[src/rtl/gemm_row_loader_if.sv]
// Command, SRAM-read and FIFO-push signals of one bank's GEMM row loader.
// master = the loader itself, slave = the bank environment driving it.
interface gemm_row_loader_if #(
  parameter int BITS_PER_ROW = 64,
  parameter int MAT_S_W      = 3,
  parameter int ROW_S_W      = 2,
  parameter int FREE_W       = 4
);
  logic                                    cmd_valid;
  logic                                    cmd_ready;
  logic [MAT_S_W-1:0]                      cmd_weight_mat;
  logic [MAT_S_W-1:0]                      cmd_input_mat;
  logic [MAT_S_W-1:0]                      cmd_partial_mat;
  logic                                    cmd_new_weight;
  logic                                    cmd_partial_en;
  logic                                    sram_ren;
  logic [MAT_S_W+ROW_S_W-1:0]              sram_addr;
  logic [BITS_PER_ROW-1:0]                 sram_rdata;
  logic [FREE_W-1:0]                       fifo_free;
  logic                                    fifo_wen;
  logic [BITS_PER_ROW+MAT_S_W+ROW_S_W+1:0] fifo_wdata;
  logic                                    busy;
  logic                                    done;

  modport master (
    input  cmd_valid, cmd_weight_mat, cmd_input_mat, cmd_partial_mat,
           cmd_new_weight, cmd_partial_en, sram_rdata, fifo_free,
    output cmd_ready, sram_ren, sram_addr, fifo_wen, fifo_wdata, busy, done
  );

  modport slave (
    output cmd_valid, cmd_weight_mat, cmd_input_mat, cmd_partial_mat,
           cmd_new_weight, cmd_partial_en, sram_rdata, fifo_free,
    input  cmd_ready, sram_ren, sram_addr, fifo_wen, fifo_wdata, busy, done
  );
endinterface

[src/rtl/gemm_row_loader.sv]
// Reads weight/input/partial rows for a GEMM command and pushes tagged rows into the bank FIFO.
// One read per cycle while FIFO credit allows; each row is pushed SRAM_LAT cycles after its read.
module gemm_row_loader #(
  parameter int BITS_PER_ROW = 64,
  parameter int MAT_S_W      = 3,
  parameter int ROW_S_W      = 2,
  parameter int SRAM_LAT     = 2,
  parameter int FREE_W       = 4
) (
  input  logic              CLK,
  input  logic              RST,
  gemm_row_loader_if.master bus
);

  typedef enum logic [2:0] {S_IDLE, S_WEIGHT, S_INPUT, S_PARTIAL, S_DRAIN} state_t;

  typedef struct packed {
    logic               vld;
    logic [1:0]         typ;
    logic [MAT_S_W-1:0] mat;
    logic [ROW_S_W-1:0] row;
  } tag_t;

  state_t             state_q, state_d;
  logic [ROW_S_W-1:0] row_q, row_d;
  logic [MAT_S_W-1:0] wmat_q, wmat_d;
  logic [MAT_S_W-1:0] imat_q, imat_d;
  logic [MAT_S_W-1:0] pmat_q, pmat_d;
  logic               pen_q, pen_d;
  logic [FREE_W-1:0]  outstanding_q, outstanding_d;
  tag_t               pipe_q [SRAM_LAT];
  tag_t               pipe_d [SRAM_LAT];

  logic               phase;
  logic [1:0]         phase_typ;
  logic [MAT_S_W-1:0] phase_mat;
  logic               ren;
  logic               wen;
  logic               done;
  tag_t               pipe_out;

  always_comb begin
    state_d   = state_q;
    row_d     = row_q;
    wmat_d    = wmat_q;
    imat_d    = imat_q;
    pmat_d    = pmat_q;
    pen_d     = pen_q;
    phase     = 1'b0;
    phase_typ = 2'b00;
    phase_mat = '0;
    done      = 1'b0;
    pipe_out  = pipe_q[SRAM_LAT-1];
    wen       = pipe_out.vld;

    case (state_q)
      S_WEIGHT:  begin phase = 1'b1; phase_typ = 2'b00; phase_mat = wmat_q; end
      S_INPUT:   begin phase = 1'b1; phase_typ = 2'b01; phase_mat = imat_q; end
      S_PARTIAL: begin phase = 1'b1; phase_typ = 2'b10; phase_mat = pmat_q; end
      default:   ;
    endcase

    // Credit check: every row in flight already owns a FIFO slot.
    ren = phase && (outstanding_q < bus.fifo_free);

    case (state_q)
      S_IDLE: begin
        if (bus.cmd_valid) begin
          wmat_d  = bus.cmd_weight_mat;
          imat_d  = bus.cmd_input_mat;
          pmat_d  = bus.cmd_partial_mat;
          pen_d   = bus.cmd_partial_en;
          row_d   = '0;
          state_d = bus.cmd_new_weight ? S_WEIGHT : S_INPUT;
        end
      end
      S_WEIGHT, S_INPUT, S_PARTIAL: begin
        if (ren) begin
          row_d = row_q + ROW_S_W'(1);
          if (row_q == '1) begin
            row_d = '0;
            case (state_q)
              S_WEIGHT: state_d = S_INPUT;
              S_INPUT:  state_d = pen_q ? S_PARTIAL : S_DRAIN;
              default:  state_d = S_DRAIN;
            endcase
          end
        end
      end
      S_DRAIN: begin
        if (outstanding_q == '0 && !wen) begin
          done    = 1'b1;
          state_d = S_IDLE;
        end
      end
      default: state_d = S_IDLE;
    endcase

    outstanding_d = outstanding_q;
    if (ren && !wen) outstanding_d = outstanding_q + FREE_W'(1);
    else if (!ren && wen) outstanding_d = outstanding_q - FREE_W'(1);

    pipe_d[0].vld = ren;
    pipe_d[0].typ = phase_typ;
    pipe_d[0].mat = phase_mat;
    pipe_d[0].row = row_q;
    for (int i = 1; i < SRAM_LAT; i++) pipe_d[i] = pipe_q[i-1];
  end

  always_ff @(posedge CLK or posedge RST) begin
    if (RST) begin
      state_q       <= S_IDLE;
      row_q         <= '0;
      wmat_q        <= '0;
      imat_q        <= '0;
      pmat_q        <= '0;
      pen_q         <= 1'b0;
      outstanding_q <= '0;
      for (int i = 0; i < SRAM_LAT; i++) pipe_q[i] <= '0;
    end else begin
      state_q       <= state_d;
      row_q         <= row_d;
      wmat_q        <= wmat_d;
      imat_q        <= imat_d;
      pmat_q        <= pmat_d;
      pen_q         <= pen_d;
      outstanding_q <= outstanding_d;
      for (int i = 0; i < SRAM_LAT; i++) pipe_q[i] <= pipe_d[i];
    end
  end

  assign bus.cmd_ready  = (state_q == S_IDLE);
  assign bus.busy       = (state_q != S_IDLE);
  assign bus.done       = done;
  assign bus.sram_ren   = ren;
  assign bus.sram_addr  = ren ? {phase_mat, row_q} : '0;
  assign bus.fifo_wen   = wen;
  assign bus.fifo_wdata = wen ? {pipe_out.typ, pipe_out.mat, pipe_out.row, bus.sram_rdata} : '0;

endmodule
[src/flat_wrapper.sv]
// flat-port wrapper written by rule: the top's interface ports become plain ports
module gemm_row_loader_flat 
#(
  parameter int BITS_PER_ROW = 64,
  parameter int MAT_S_W      = 3,
  parameter int ROW_S_W      = 2,
  parameter int SRAM_LAT     = 2,
  parameter int FREE_W       = 4
)
  (CLK, RST, bus_cmd_valid, bus_cmd_weight_mat, bus_cmd_input_mat, bus_cmd_partial_mat, bus_cmd_new_weight, bus_cmd_partial_en, bus_sram_rdata, bus_fifo_free, bus_cmd_ready, bus_sram_ren, bus_sram_addr, bus_fifo_wen, bus_fifo_wdata, bus_busy, bus_done);
  gemm_row_loader_if #(.BITS_PER_ROW(BITS_PER_ROW), .MAT_S_W(MAT_S_W), .ROW_S_W(ROW_S_W), .FREE_W(FREE_W)) bus_i ();
  input  logic CLK;
  input  logic RST;
  input wire logic [$bits(bus_i.cmd_valid)-1:0] bus_cmd_valid;
  input wire logic [$bits(bus_i.cmd_weight_mat)-1:0] bus_cmd_weight_mat;
  input wire logic [$bits(bus_i.cmd_input_mat)-1:0] bus_cmd_input_mat;
  input wire logic [$bits(bus_i.cmd_partial_mat)-1:0] bus_cmd_partial_mat;
  input wire logic [$bits(bus_i.cmd_new_weight)-1:0] bus_cmd_new_weight;
  input wire logic [$bits(bus_i.cmd_partial_en)-1:0] bus_cmd_partial_en;
  input wire logic [$bits(bus_i.sram_rdata)-1:0] bus_sram_rdata;
  input wire logic [$bits(bus_i.fifo_free)-1:0] bus_fifo_free;
  output wire logic [$bits(bus_i.cmd_ready)-1:0] bus_cmd_ready;
  output wire logic [$bits(bus_i.sram_ren)-1:0] bus_sram_ren;
  output wire logic [$bits(bus_i.sram_addr)-1:0] bus_sram_addr;
  output wire logic [$bits(bus_i.fifo_wen)-1:0] bus_fifo_wen;
  output wire logic [$bits(bus_i.fifo_wdata)-1:0] bus_fifo_wdata;
  output wire logic [$bits(bus_i.busy)-1:0] bus_busy;
  output wire logic [$bits(bus_i.done)-1:0] bus_done;
  assign bus_i.cmd_valid = bus_cmd_valid;
  assign bus_i.cmd_weight_mat = bus_cmd_weight_mat;
  assign bus_i.cmd_input_mat = bus_cmd_input_mat;
  assign bus_i.cmd_partial_mat = bus_cmd_partial_mat;
  assign bus_i.cmd_new_weight = bus_cmd_new_weight;
  assign bus_i.cmd_partial_en = bus_cmd_partial_en;
  assign bus_i.sram_rdata = bus_sram_rdata;
  assign bus_i.fifo_free = bus_fifo_free;
  assign bus_cmd_ready = bus_i.cmd_ready;
  assign bus_sram_ren = bus_i.sram_ren;
  assign bus_sram_addr = bus_i.sram_addr;
  assign bus_fifo_wen = bus_i.fifo_wen;
  assign bus_fifo_wdata = bus_i.fifo_wdata;
  assign bus_busy = bus_i.busy;
  assign bus_done = bus_i.done;
  gemm_row_loader #(.BITS_PER_ROW(BITS_PER_ROW), .MAT_S_W(MAT_S_W), .ROW_S_W(ROW_S_W), .SRAM_LAT(SRAM_LAT), .FREE_W(FREE_W)) u_core (.CLK(CLK), .RST(RST), .bus(bus_i));
endmodule
[config.mk]
export PLATFORM = sky130hd
export DESIGN_NAME = gemm_row_loader_flat
export DESIGN_NICKNAME = d
export VERILOG_FILES = /design/src/rtl/gemm_row_loader_if.sv /design/src/rtl/gemm_row_loader.sv /design/src/flat_wrapper.sv
export SDC_FILE = /design/constraint.sdc
export NUM_CORES = 1
export LEC_CHECK = 0
export BUFFER_PORTS_ARGS = -buffer_cell sky130_fd_sc_hd__buf_2
export CORE_MARGIN = 3
export CORE_UTILIZATION = 40
export DETAILED_ROUTE_END_ITERATION = 12
export PLACE_DENSITY = 0.81
export SYNTH_ARGS = -nofsm -noshare
export SYNTH_HDL_FRONTEND = slang
export SYNTH_SLANG_ARGS = --single-unit
[constraint.sdc]
create_clock -name CLK -period 4 [get_ports CLK]
set_clock_uncertainty 0.15 [all_clocks]
set_input_delay 0.8 -clock CLK [delete_from_list [all_inputs] [get_ports CLK]]
set_output_delay 0.8 -clock CLK [all_outputs]
set_load 0.02 [all_outputs]
==> metrics.cfg <==
[worst_setup_path]
crit_fanout=11
arrival_ns=2.29
crit_family=simple AND/OR/NAND/NOR gates
worstSetupEndpointType=primary output
cp_slowest_cell=or2_0
critPathRequiredTime_ns=3.05
startpoint_type=flip-flop
critPathBufInv=2
worstSetupPathType=flip-flop to primary output
cp_cell_sequence=or2_0 > o211ai_4 > or2_1 > inv_2 > and2_1 > buf_2
slowest_delay_ns=0.60

[global_routing]
grt_pass1_wl_mm=9.71
grtUsageTotal=0.199
antenna_found_initial=0
grt_max_degree=74
grt_pass1_vias=1945
grt-ovfl-total=0

[sta]
hold_ws_ns=0.205
final.min_clock_period_ns=3.24
setup_violations=0
rsz0062_at_grt=false
finalCritPeriodShare=0.810
fin_tns_setup_ns=0
hold_violations=0
fmax_ghz=0.309
drv_slew=0
tightest_slew_ns=0.688
slew_headroom=0.542

[clock_tree]
clkLatencyLatePin_ns=0.29
htreeDepth=2
cts_sinks=35
clockRootBuffer=clkbuf_8
post_cts_resized=0
cts_setup_buffers=0
cts_tree=built
path_clk_slew_ns=0.08
clk_path_buf_depth=2
cts-hold-fix-buffers=0
cts_made_buffers=5

[logic_synthesis]
synthCells=214
synth_top_area_frac=0.419
yosysMostFrequentCell=and2_1
ys.flop_type=dfrtp_1
synth_top_area_cell=dfrtp_1
syn_area_um2=2090
ys.warnings.count=0
synthTopCellsByArea=dfrtp_1, and2_1, mux2_2, ha_1, nand2_1
synth_common_cells=and2_1, dfrtp_1, mux2_2
ys_types=34
syn_avg_cell_area_um2=9.78
syn-num-nets=304
seq_area_frac_synth=0.419
synth_edf_count=0
async_flop_share=1.00
synth_seq_cells=35

[pwr]
pwr-share-clk=0.130
p_leak_nw=1.73
p_sw_mw=1.17
total_power_mw=2.52
powerDensity_nw_per_um2=822
swShare=0.463
p_int_mw=1.35
ir_worst_vdd_mv=0.467
combPwrFrac=0.609
p_seq_frac=0.261

[job]
maxCapViolCount=0

[floorplan]
die_area_um2=6130
core_area_um2=4880
rows=25
fp.dieW_um=78.3
ios=163
initial_core_util=0.429
die_h_um=78.3

[route]
finalWirelength_mm=6.17
vias=2019
first_pass_iters=4
drtIter0Drc=65
drc_errors=0
ant_nets=0
avgViaCountPerCell=4.57
wl_per_cell_um=14.0

[layout]
nets=464
fillers=443
syn_to_final_growth_pct=46.4
drive_gt1_frac=0.515
multi_input_area_um2=1120
seqCellArea_um2=876
num_antenna_cells=0

[place]
port_buffers=162
hpwlAfterDp_mm=5.15
gp_routability_congestion=0.770

[outcome]
status=finished, final reports clean

[min_path]
holdCritPathClass=flip-flop to flip-flop

-- final timing paths --
path / startpoint / end / slack (ns) / depth (start not counted)
max in group asynchronous: RST / u_core.outstanding_q[1] / 2.95 / 3
worst max register to register: u_core.state_q[0] / u_core.outstanding_q[3] / 0.84 / 11
min in group asynchronous: RST / u_core.pipe_d[4] / 0.44 / 3
worst min register to register: u_core.pipe_d[4] / u_core.pipe_out[4] / 0.20 / 0
worst min-delay path: u_core.pipe_d[4] / u_core.pipe_out[4] / 0.20 / 0
worst max-delay path: u_core.state_q[0] / bus_sram_addr[0] / 0.76 / 6
-- routing by layer --
metal | global-route usage | up-vias | routed length, um | share of wire
li1 | - | 1013 | - | -
met1 | 0.239 | 923 | 2400 | 0.39
met2 | 0.358 | 76 | 3270 | 0.53
met3 | 0.0413 | 7 | 408 | 0.066
met4 | 0.0594 | 0 | 96 | 0.016
met5 | 0 | - | 0 | 0
-- power by group through the flow --
stage	combinational, mW	sequential (mW)	clock (mW)
2_1_floorplan	1.15	0.607	0
3_3_place_gp	1.50	0.651	0
3_5_place_dp	1.54	0.664	0
4_1_cts	1.55	0.658	0.334
5_1_grt	1.68	0.683	0.358
6_report	1.53	0.656	0.328
-- worst register-to-register path: stages (launching register included) --
cell and delay, ns:
dfrtp_1 0.53, or2_0 0.60, o211ai_4 0.16, or2_1 0.28, inv_2 0.10, ha_1 0.18
inv_1 0.09, ha_1 0.28, a21o_1 0.17, a21oi_1 0.16, mux2i_1 0.24, xnor2_1 0.13
-- cell usage in the layout, fill, tap and decap left out, types with 2 or more instances in the layout --
| master | synthesis | layout |
|---|---|---|
| a21oi_1 | 7 | 7 |
| and2_1 | 75 | 75 |
| buf_2 | 0 | 162 |
| buf_4 | 0 | 2 |
| clkbuf_8 | 0 | 5 |
| dfrtp_1 | 35 | 35 |
| ha_1 | 7 | 7 |
| inv_1 | 9 | 9 |
| mux2_2 | 14 | 14 |
| nand2_1 | 12 | 12 |
| nand3_1 | 2 | 2 |
| nor2_1 | 6 | 6 |
| nor2b_1 | 6 | 6 |
| o21ai_0 | 3 | 3 |
| o221ai_1 | 2 | 2 |
| o22a_1 | 2 | 2 |
| or2_2 | 2 | 2 |
| or3_1 | 2 | 2 |
| xnor2_1 | 3 | 3 |
-- sequential cells by signal, summed over array words and instances, names as in the netlist --
register              flops
u_core.pipe_d             8
u_core.wmat_q             3
u_core.pmat_q             3
u_core.pen_q              1
u_core.outstanding_q      4
u_core.state_q            3
u_core.imat_q             3
u_core.pipe_out           7
u_core.row_q              2
u_core.bus.fifo_wen       1
-- through the flow --
step | setup WS, ns | util | std cells | area [um^2]
floorplan | 0.814 | - | 214 | 2090
finish | 0.760 | 0.627 | 442 | 3060
global route | 0.612 | 0.627 | 442 | 3060
global placement | 0.730 | 0.604 | 434 | 2950
detailed placement | 0.637 | 0.604 | 434 | 2950
CTS | 0.743 | 0.627 | 442 | 3060
-- cell type report --
| cell class | instances | share of cell area |
|---|---|---|
| Clock buffer | 5 | 0.0225 |
| Clock inverter | 3 | 0.0155 |
| Inverter | 10 | 0.0123 |
| Multi-Input combinational cell | 158 | 0.367 |
| Sequential cell | 35 | 0.286 |
| Tap cell | 67 | 0.0274 |
| Timing Repair Buffer | 164 | 0.270 |
-- logic make-up (layout without fill, tap and decap cells) --
| kind of cell | after synthesis | after routing | share of synthesized area |
|---|---|---|---|
| AO/OA/AOI/OAI | 20 | 20 | 0.0736 |
| buffers and inverters | 21 | 182 | 0.0449 |
| multiplexers | 15 | 15 | 0.0801 |
| AND/OR/NAND/NOR | 112 | 112 | 0.319 |
| XOR/XNOR | 3 | 3 | 0.0126 |
| adder cells (fa/ha/maj) | 8 | 8 | 0.0514 |
| flip-flops | 35 | 35 | 0.419 |
(Power assumes the default switching activity.)
